File: config.mk
export PLATFORM = sky130hd
export DESIGN_NAME = instruction_fetch_unit
export DESIGN_NICKNAME = d
export VERILOG_FILES = /design/src/rtl/instruction_fetch_unit.sv
export SDC_FILE = /design/constraint.sdc
export NUM_CORES = 1
export LEC_CHECK = 0
export BUFFER_PORTS_ARGS = -buffer_cell sky130_fd_sc_hd__buf_4
export CAP_MARGIN = 15
export CORE_UTILIZATION = 30
export CTS_CLUSTER_DIAMETER = 30
export CTS_CLUSTER_SIZE = 28
export DETAILED_ROUTE_END_ITERATION = 8
export SYNTH_ARGS = -nofsm -noshare
export SYNTH_HDL_FRONTEND = slang
export SYNTH_SLANG_ARGS = --single-unit
File: constraint.sdc
create_clock -name Clk -period 6.3 [get_ports Clk]
set_clock_uncertainty 0.15 [all_clocks]
set_input_delay 0.945 -clock Clk [delete_from_list [all_inputs] [get_ports Clk]]
set_output_delay 0.945 -clock Clk [all_outputs]
set_load 0.02 [all_outputs]
File: src/rtl/instruction_fetch_unit.sv
`default_nettype none
// ============================================================================
// Module      : instruction_fetch_unit
// Description : PC owner and IF/ID pipeline register with stall, flush and
//               branch redirect.
// Revision    : 1.0 - initial release
// ============================================================================
module instruction_fetch_unit #(
  parameter logic [31:0] RESET_PC = 32'h0000_0000,
  parameter logic [31:0] NOP_WORD = 32'h0000_0000
) (
  input  logic        Clk,
  input  logic        Reset,
  input  logic        Stall,
  input  logic        Flush,
  input  logic        BranchTaken,
  input  logic [31:0] BranchTarget,
  input  logic [31:0] Instruction,
  output logic [31:0] Address,
  output logic [31:0] PCResult,
  output logic [31:0] IF_ID_Instruction,
  output logic [31:0] IF_ID_PCPlus4,
  output logic        IF_ID_Valid
);

  logic [31:0] pc_q, pc_d;
  logic [31:0] ifid_instr_q, ifid_instr_d;
  logic [31:0] ifid_pc4_q, ifid_pc4_d;
  logic        ifid_valid_q, ifid_valid_d;
  logic [31:0] w_pc_plus4;

  assign w_pc_plus4 = pc_q + 32'd4;

  // Redirect outranks stall; a stalled flush still drops IF/ID contents.
  always_comb begin
    pc_d         = pc_q;
    ifid_instr_d = ifid_instr_q;
    ifid_pc4_d   = ifid_pc4_q;
    ifid_valid_d = ifid_valid_q;
    if (BranchTaken) begin
      pc_d         = {BranchTarget[31:2], 2'b00};
      ifid_instr_d = NOP_WORD;
      ifid_pc4_d   = 32'd0;
      ifid_valid_d = 1'b0;
    end else if (Stall) begin
      if (Flush) begin
        ifid_instr_d = NOP_WORD;
        ifid_pc4_d   = 32'd0;
        ifid_valid_d = 1'b0;
      end
    end else begin
      pc_d = w_pc_plus4;
      if (Flush) begin
        ifid_instr_d = NOP_WORD;
        ifid_pc4_d   = 32'd0;
        ifid_valid_d = 1'b0;
      end else begin
        ifid_instr_d = Instruction;
        ifid_pc4_d   = w_pc_plus4;
        ifid_valid_d = 1'b1;
      end
    end
  end

  always_ff @(posedge Clk or posedge Reset) begin
    if (Reset) begin
      pc_q         <= {RESET_PC[31:2], 2'b00};
      ifid_instr_q <= NOP_WORD;
      ifid_pc4_q   <= 32'd0;
      ifid_valid_q <= 1'b0;
    end else begin
      pc_q         <= pc_d;
      ifid_instr_q <= ifid_instr_d;
      ifid_pc4_q   <= ifid_pc4_d;
      ifid_valid_q <= ifid_valid_d;
    end
  end

  assign Address           = pc_q;
  assign PCResult          = pc_q;
  assign IF_ID_Instruction = ifid_instr_q;
  assign IF_ID_PCPlus4     = ifid_pc4_q;
  assign IF_ID_Valid       = ifid_valid_q;

endmodule
`default_nettype wire

# --- After elaboration in Yosys (flattened, before gate mapping) ---
# Index checks and enable logic that the tools add are counted.
word_totals:
  register_bits: 97
  in_bits: 69
  output_inout_bits: 129
  wordCells: 20
classes:
  add_sub_neg: 1
  n_eq_ne: 2
  n_mux: 13
ops:
  columns: ["op", "count"]
  rows:
  - ["$mux 32", 9]
  - ["$add 32x3->32 const B", 1]
  - ["$mux 1", 4]
  - ["$ne 3x1->1 const B", 1]
  - ["$ne 2x1->1 const B", 1]

# --- Longest topological paths before layout ---
# Gate-level depths: netlist of run 1.
logic_depth:
  word_depth: 4
  depth_mapped: 8
  mapped_depth_nobuf: 5

# --- Worst setup path before layout of run 1 ---
# Ideal clock, no wire load.
synth_path:
  path_kind: "input-to-reg"
  from: "input port Stall"
  to: "register pc_q[28] (netlist: Address[28])"
  setup_time_ps: 82
  t_arrival_ps: 2331
  t_required_ps: 6068
  setup_slack_ps: 3737
  cell_stages: 5
  path_buffers: 1
  path_cell_list: "nand4b_1 -> or4_1 -> clkbuf_1 -> or4_1 -> a31oi_1"
synth_between:
  elab_chain_len: 1
synth_rtl:
  columns: ["item", "line", "rtl"]
  rows:
  - ["from (decl)", "14", "input logic Stall,"]
  - ["$ne 2x1->1 (no line)", null, null]
  - ["to (signal assigned)", "67", "pc_q <= {RESET_PC[31:2], 2'b00};"]
  - ["to (signal assigned)", "72", "pc_q <= pc_d;"]
  - ["to (decl)", "26", "logic [31:0] pc_q, pc_d;"]
# No other way between the ends.
# A chain may end at the register's enable or synchronous reset.

# --- Worst setup path after layout of run 1 ---
layout_path:
  from: "register pc_q[2] (netlist: Address[2])"
  to: "register ifid_pc4_q[28] (netlist: IF_ID_PCPlus4[28])"
layout_between:
  elab_chain_len: 4
layout_rtl:
  columns: ["item", "line", "rtl"]
  rows:
  - ["$add 32x3->32", "32", "assign w_pc_plus4 = pc_q + 32'd4;"]
  - ["$mux 32", "53", "if (Flush) begin"]
  - ["$mux 32", "45", "end else if (Stall) begin"]
  - ["$mux 32", "40", "if (BranchTaken) begin"]
  - ["to (signal assigned)", "74", "ifid_pc4_q <= ifid_pc4_d;"]
  - ["to (decl)", "28", "logic [31:0] ifid_pc4_q, ifid_pc4_d;"]
# No other way between the ends.

==> results of run 1 <==
through the flow:
step	area [sq um]	hold WS [ps]	setup slack (ps)	power, mW
after global routing	6460	353	3150	1.65
after CTS	6460	337	3320	1.60
after detailed placement	6140	322	3220	1.00
after global placement	6140	316	3260	0.996
after floorplan	4820	440	2760	0.873
final	6460	326	3310	1.58
cell usage after synthesis, types with 4 or more instances:
master	number	area share [%]
clkbuf_1	25	2.0
o211ai_1	14	2.2
nand3_1	21	2.2
nand2_1	53	4.1
inv_1	6	0.47
dfrtp_1	94	49
o21ai_0	28	2.9
a31oi_1	13	1.7
buf_2	4	0.42
xnor2_1	21	3.8
or3_1	7	0.91
nor4_1	4	0.52
nor3_1	16	1.7
buf_1	6	0.47
nor2_1	25	2.0
nand4_1	5	0.65
o31ai_1	12	1.9
a221o_1	5	1.0
buf_4	35	5.5
or4_1	30	4.7
a22o_1	33	6.0
power by group:
| group | switching (mW) | internal (mW) | total [mW] |
|---|---|---|---|
| combinational | 0.166 | 0.128 | 0.294 |
| sequential | 0.0559 | 0.636 | 0.692 |
| clock | 0.245 | 0.350 | 0.595 |
layer usage:
metal | vias to the layer above | routed length, um | track usage (%) | share of wire [%]
li1 | 2041 | - | - | -
met1 | 2106 | 6420 | 23.1 | 44
met2 | 177 | 6770 | 28.3 | 47
met3 | 17 | 1020 | 4.07 | 7.0
met4 | 0 | 242 | 6.85 | 1.7
met5 | - | 0 | 0 | 0
layout make-up:
class / count / area [sq um]
repair buffers: 196 / 1470
clock buffers: 9 / 225
fillers: 1545 / 8960
flip-flops and latches: 94 / 2350
clock inverters: 7 / 96.3
well taps: 211 / 264
inverters: 6 / 25.0
multi-input cells: 320 / 2030
kinds of logic (layout without fill, tap and decap cells):
family / Yosys count / in the layout / synth area share [%]
AND/OR/NAND/NOR: 176 / 176 / 19.4
AO/OA/AOI/OAI: 114 / 114 / 17.4
flip-flops: 94 / 94 / 48.9
buffers and inverters: 80 / 218 / 9.32
XOR/XNOR: 24 / 24 / 4.37
adder cells (fa/ha/maj): 1 / 1 / 0.260
other: 1 / 4 / 0.0780
multiplexers: 1 / 1 / 0.208
cell usage in the layout, fill, tap and decap left out, drive strengths merged, types with 3 or more instances in the layout:
cell	count
nand4	7
conb	4
nand2	53
clkinv	3
a221o	5
inv	8
nor4	4
a22o	33
o211ai	14
nor2	25
clkbuf	9
nand3	21
xnor2	21
o311a	3
a31oi	13
o31ai	12
or3	7
a32oi	3
buf	196
o21ai	28
xor2	3
or4	30
dfrtp	94
nor3	16
flip-flops by register name (all words and copies together) (netlist names):
register / cells
Address: 30
IF_ID_Instruction: 32
IF_ID_PCPlus4: 31
IF_ID_Valid: 1
worst min-delay path by stage:
stage                      start                end  slack, ps
3_5_place_dp   IF_ID_PCPlus4[27]  IF_ID_PCPlus4[27]        320
3_3_place_gp         IF_ID_Valid        IF_ID_Valid        320
6_report       IF_ID_PCPlus4[27]  IF_ID_PCPlus4[27]        330
4_1_cts        IF_ID_PCPlus4[27]  IF_ID_PCPlus4[27]        340
2_1_floorplan  IF_ID_PCPlus4[10]  IF_ID_PCPlus4[10]        440
5_1_grt        IF_ID_PCPlus4[23]  IF_ID_PCPlus4[23]        350
worst max-delay path, delay by kind of cell (launching register included):
family	cells	cell delay, ps
simple gates	2	1260
compound gates	2	710
flops	1	500
fa+ha+maj	1	260
==> reports/results.tsv, run 1 <==
stage	metric	value	unit
die	Initial Util	31.2	%
sta	Final setup viols	0	
layout	Util after Layout	41.9	%
setup_path	Worst EP required	6380	ps
clock_network	CTS tree	yes	
pwr	PwrDens	245	nW/um^2
synth	Seq cells post-synth	94	
sta	RSZ-0062 raised after global routing	false	
setup_path	CP max stage cell	or4_1	
drt	Iteration-0 DRC Markers	221	
setup_path	Setup crit start	Address[2]	
pwr	Leak Pwr	2.95	nW
clock_network	Root Buffer	clkbuf_16	
setup_path	worst-path cell chain	ha_1 > nand3_1 > or4_1 > o311a_1 > a221o_1	
drt	drt drc	0	
placement	gpl congestion	0.760	
layout	non-filler instance count after layout	843	
sta	Slew headroom	35.5	%
clock_network	htree depth	3	
die	Die Y	129	um
clock_network	Clock transition at path regs	70	ps
layout	share of post-route cells with drive strength above 1	34.7	%
synth	synthesized area per cell	9.79	sq um
clock_network	worst skew pair latency	350	ps
die	Die ar.	16500	sq um
synth	Cells after Synth	491	
synth	register area share after synthesis	48.9	%
sta	Sum Neg Setup Slack	0	ps
sta	clock period minus worst slack	2990	ps
synth	distinct cell type count after synthesis	45	
synth	FFs w/ async S/R, synth	100	%
layout	layout net count	697	
setup_path	register-to-register setup slack	3310	ps
setup_path	r2r worst-path depth	5	
placement	number of buffer cells added on primary ports	191	
clock_network	post-cts gate resize count	0	
global_route	gr ovfl total	0	
global_route	initial antenna violation count	0	
die	Top Ports	198	
drt	DR vias/cell	5.15	
drt	WL per Instance	17.1	um
setup_path	arrival time at the worst endpoint	3080	ps
sta	fin crit share	47.5	%
clock_network	CTS Buf Count	9	
synth	number of synthesized flops with an enable pin	0	
global_route	largest net degree at the start of global routing	63	
sta	max frequency	0.334	GHz
synth	Mapped Area	4810	sq um
drt	First-pass DRT Iterations	4	
pwr	VDD IR-drop max	0.147	mV
synth	Ys Warns	0	
placement	placed cell count	827	
clock_network	clock sink count	94	
die	die width	129	um
clock_network	CTS Hold Buffers Added	0	
drt	total number of vias	4341	
global_route	Total Routing Usage GR	17.7	%
global_route	first-pass GRT wire length	22400	um
placement	Detail Placement HPWL	9860	um
clock_network	setup bufs post-CTS	0	
flow_run	max-cap viol count	0	
die	core area	15400	sq um
drt	total wire length	14400	um
layout	Inserted Diodes	0	
setup_path	CP max stage delay	870	ps
global_route	number of global-route vias before repair	4149	
setup_path	crit start category	flip-flop	
die	row count	45	
drt	antenna violation net count after detailed routing	0	
setup_path	Setup crit end	IF_ID_PCPlus4[28]	
sta	max-slew violations	0	
setup_path	worst-path maximum fanout	20	
setup_path	Worst R2R End	IF_ID_PCPlus4[28]	
setup_path	FF-to-FF Start	Address[2]	
setup_path	WS Path Type	reg -> reg	
hold_path	Hold Path Depth	2	
sta	Final Hold Viols	0	
layout	layout overhead on the synthesized area	34.4	%
setup_path	Setup crit end kind	flip-flop	
sta	Tightest Pin Transition	968	ps
synth	Synth Flop Type	dfrtp_1	
status	outcome	completed	
clock_network	clk buf depth	2	
hold_path	worst hold path class	reg -> reg	
No activity file was read; power rests on OpenSTA's default activity.
==> run 2: changes to the inputs <==
==> constraint.sdc (replaced) <==
create_clock -name Clk -period 3.12 [get_ports Clk]
set_clock_uncertainty 0.15 [all_clocks]
set_input_delay 0.468 -clock Clk [delete_from_list [all_inputs] [get_ports Clk]]
set_output_delay 0.468 -clock Clk [all_outputs]
set_load 0.02 [all_outputs]
==> run 2 against run 1 <==
Final area increased by 0.35%. Power increased by 96%. Largest power group unchanged. Clock power grew 83%. First-iteration DRC count increased by 5.9%.
==> reports/results.tsv, run 2 (synthesis results as in run 1) <==
stage	metric	value	unit
drt	antenna violation net count after detailed routing	0	
flow_run	max-cap viol count	0	
global_route	largest net degree at the start of global routing	44	
die	Initial Util	31.2	%
clock_network	Root Buffer	clkbuf_16	
die	row count	45	
clock_network	worst skew pair latency	350	ps
drt	total wire length	14400	um
setup_path	crit start category	flip-flop	
setup_path	cell mode on critical path	or4_1	
sta	setup ws final	520	ps
hold_path	worst hold path class	in -> async	
die	Die Y	129	um
pwr	internal power	2.17	mW
layout	most common cell after layout, fill and taps aside	buf_4	
setup_path	CP max stage cell	or4_1	
status	outcome	completed	
pwr	VDD IR-drop max	0.254	mV
placement	DP Worst Slack	543	ps
sta	RSZ-0062 raised after global routing	false	
clock_network	CTS Buf Count	9	
pwr	combinational share of power	19.4	%
setup_path	WS Path Type	reg -> reg	
drt	DR vias/cell	5.03	
drt	First-pass DRT Iterations	4	
global_route	layer carrying the most global-route usage	met2	
clock_network	clk buf depth	2	
die	core area	15400	sq um
sta	Sum Neg Setup Slack	0	ps
setup_path	Worst EP required	3230	ps
setup_path	CP max stage delay	550	ps
layout	fin area	6480	sq um
setup_path	arrival time at the worst endpoint	2710	ps
pwr	Psw	926	uW
layout	fillcell total	1559	
drt	WL per Instance	16.9	um
layout	layout net count	704	
pwr	Pwr Total	3.09	mW
global_route	met2 GRT Util	29.2	%
clock_network	clock sink count	94	
placement	placed cell areas	6190	sq um
global_route	gr ovfl total	0	
layout	Util after Layout	42.0	%
sta	fin crit share	83.3	%
global_route	Global Route met3 Usage	3.91	%
clock_network	post-cts gate resize count	0	
global_route	Total Routing Usage GR	17.9	%
setup_path	CP Buf/Inv Count	1	
placement	Detail Placement HPWL	10100	um
clock_network	Clock transition at path regs	70	ps
setup_path	Worst R2R End	Address[21]	
setup_path	FF-to-FF Start	Address[7]	
pwr	switch share	29.9	%
die	Die ar.	16500	sq um
setup_path	worst-path cell chain	nand3_1 > or4_1 > buf_4 > or4_1 > a31oi_1	
global_route	GR Layer Usage met1	22.9	%
sta	Tightest Pin Transition	889	ps
setup_path	worst-path maximum fanout	35	
placement	gpl congestion	0.767	
global_route	initial antenna violation count	0	
drt	drt drc	0	
drt	Iteration-0 DRC Markers	234	
sta	Final setup viols	0	
sta	Slew headroom	40.6	%
drt	total number of vias	4272	
die	die width	129	um
pwr	Clock power frac	35.4	%
layout	max reg flops	32	
sta	max-slew violations	0	
pwr	Leak Pwr	2.96	nW
layout	share of post-route cells with drive strength above 1	35.2	%
clock_network	CTS Hold Buffers Added	0	
die	Top Ports	198	
layout	layout overhead on the synthesized area	34.9	%
layout	most frequent cells in the layout	buf_4, dfrtp_1, nand2_1	
setup_path	r2r worst-path depth	5	
global_route	number of global-route vias before repair	4166	
layout	Inserted Diodes	0	
clock_network	htree depth	3	
global_route	first-pass GRT wire length	22800	um
sta	Final Hold Viols	0	
setup_path	Top Family by Delay on Critical Path	simple AND/OR/NAND/NOR gates	
layout	multi-input gate area in the final layout	2030	sq um
clock_network	CTS tree	yes	
sta	max frequency	0.385	GHz
pwr	register share of total power	45.2	%
clock_network	setup bufs post-CTS	0	
sta	clock period minus worst slack	2600	ps
pwr	PwrDens	477	nW/um^2
layout	FF+latch area	2350	sq um
setup_path	Setup crit end kind	flip-flop	
setup_path	register-to-register setup slack	520	ps
placement	number of buffer cells added on primary ports	191	
## run 2: changes by cell type in the layout (fill, tap and decap cells not counted)
cell        delta
buf_4          +7
clkinv_4       -1
bufinv_16      -1
clkbuf_1       +1
clkinvlp_4     +3
inv_6          -2
## run 2: final cells by class
class	count	area share (%)
Timing Repair Buffer	203	23.5
Clock inverter	6	0.965
Sequential cell	94	36.3
Multi-Input combinational cell	320	31.3
Tap cell	211	4.07
Clock buffer	10	3.53
Inverter	6	0.386
## run 2: power groups by stage
| stage | combinational, mW | sequential, mW | clock (mW) |
|---|---|---|---|
| floorplan | 0.299 | 1.47 | 0 |
| global placement | 0.604 | 1.41 | 0 |
| detailed placement | 0.607 | 1.42 | 0 |
| CTS | 0.609 | 1.40 | 1.13 |
| global route | 0.652 | 1.41 | 1.18 |
| finish | 0.600 | 1.40 | 1.09 |
## run 2: worst max-delay path by stage
stage                       end        from  slack (ps)  depth (start not counted)
global placement    Address[28]       Stall         590                          5
finish              Address[21]  Address[7]         520                          5
floorplan           Address[10]       Reset          50                          1
global route        Address[21]  Address[6]         350                          5
CTS                 Address[21]  Address[7]         540                          5
detailed placement  Address[28]       Stall         540                          5
## run 2: routing by layer
| metal | share of wire [%] | vias up |
|---|---|---|
| met2 | 48 | 167 |
| met3 | 6.6 | 13 |
| met4 | 1.3 | 0 |
| li1 | - | 2056 |
| met5 | 0 | - |
| met1 | 44 | 2036 |
## run 2: metrics by stage
| step | hold WS (ps) | instances |
|---|---|---|
| 2_1_floorplan | 438 | 494 |
| 3_3_place_gp | 319 | 834 |
| 3_5_place_dp | 320 | 834 |
| 4_1_cts | 17.8 | 850 |
| 5_1_grt | 50.4 | 850 |
| 6_report | 3.58 | 850 |
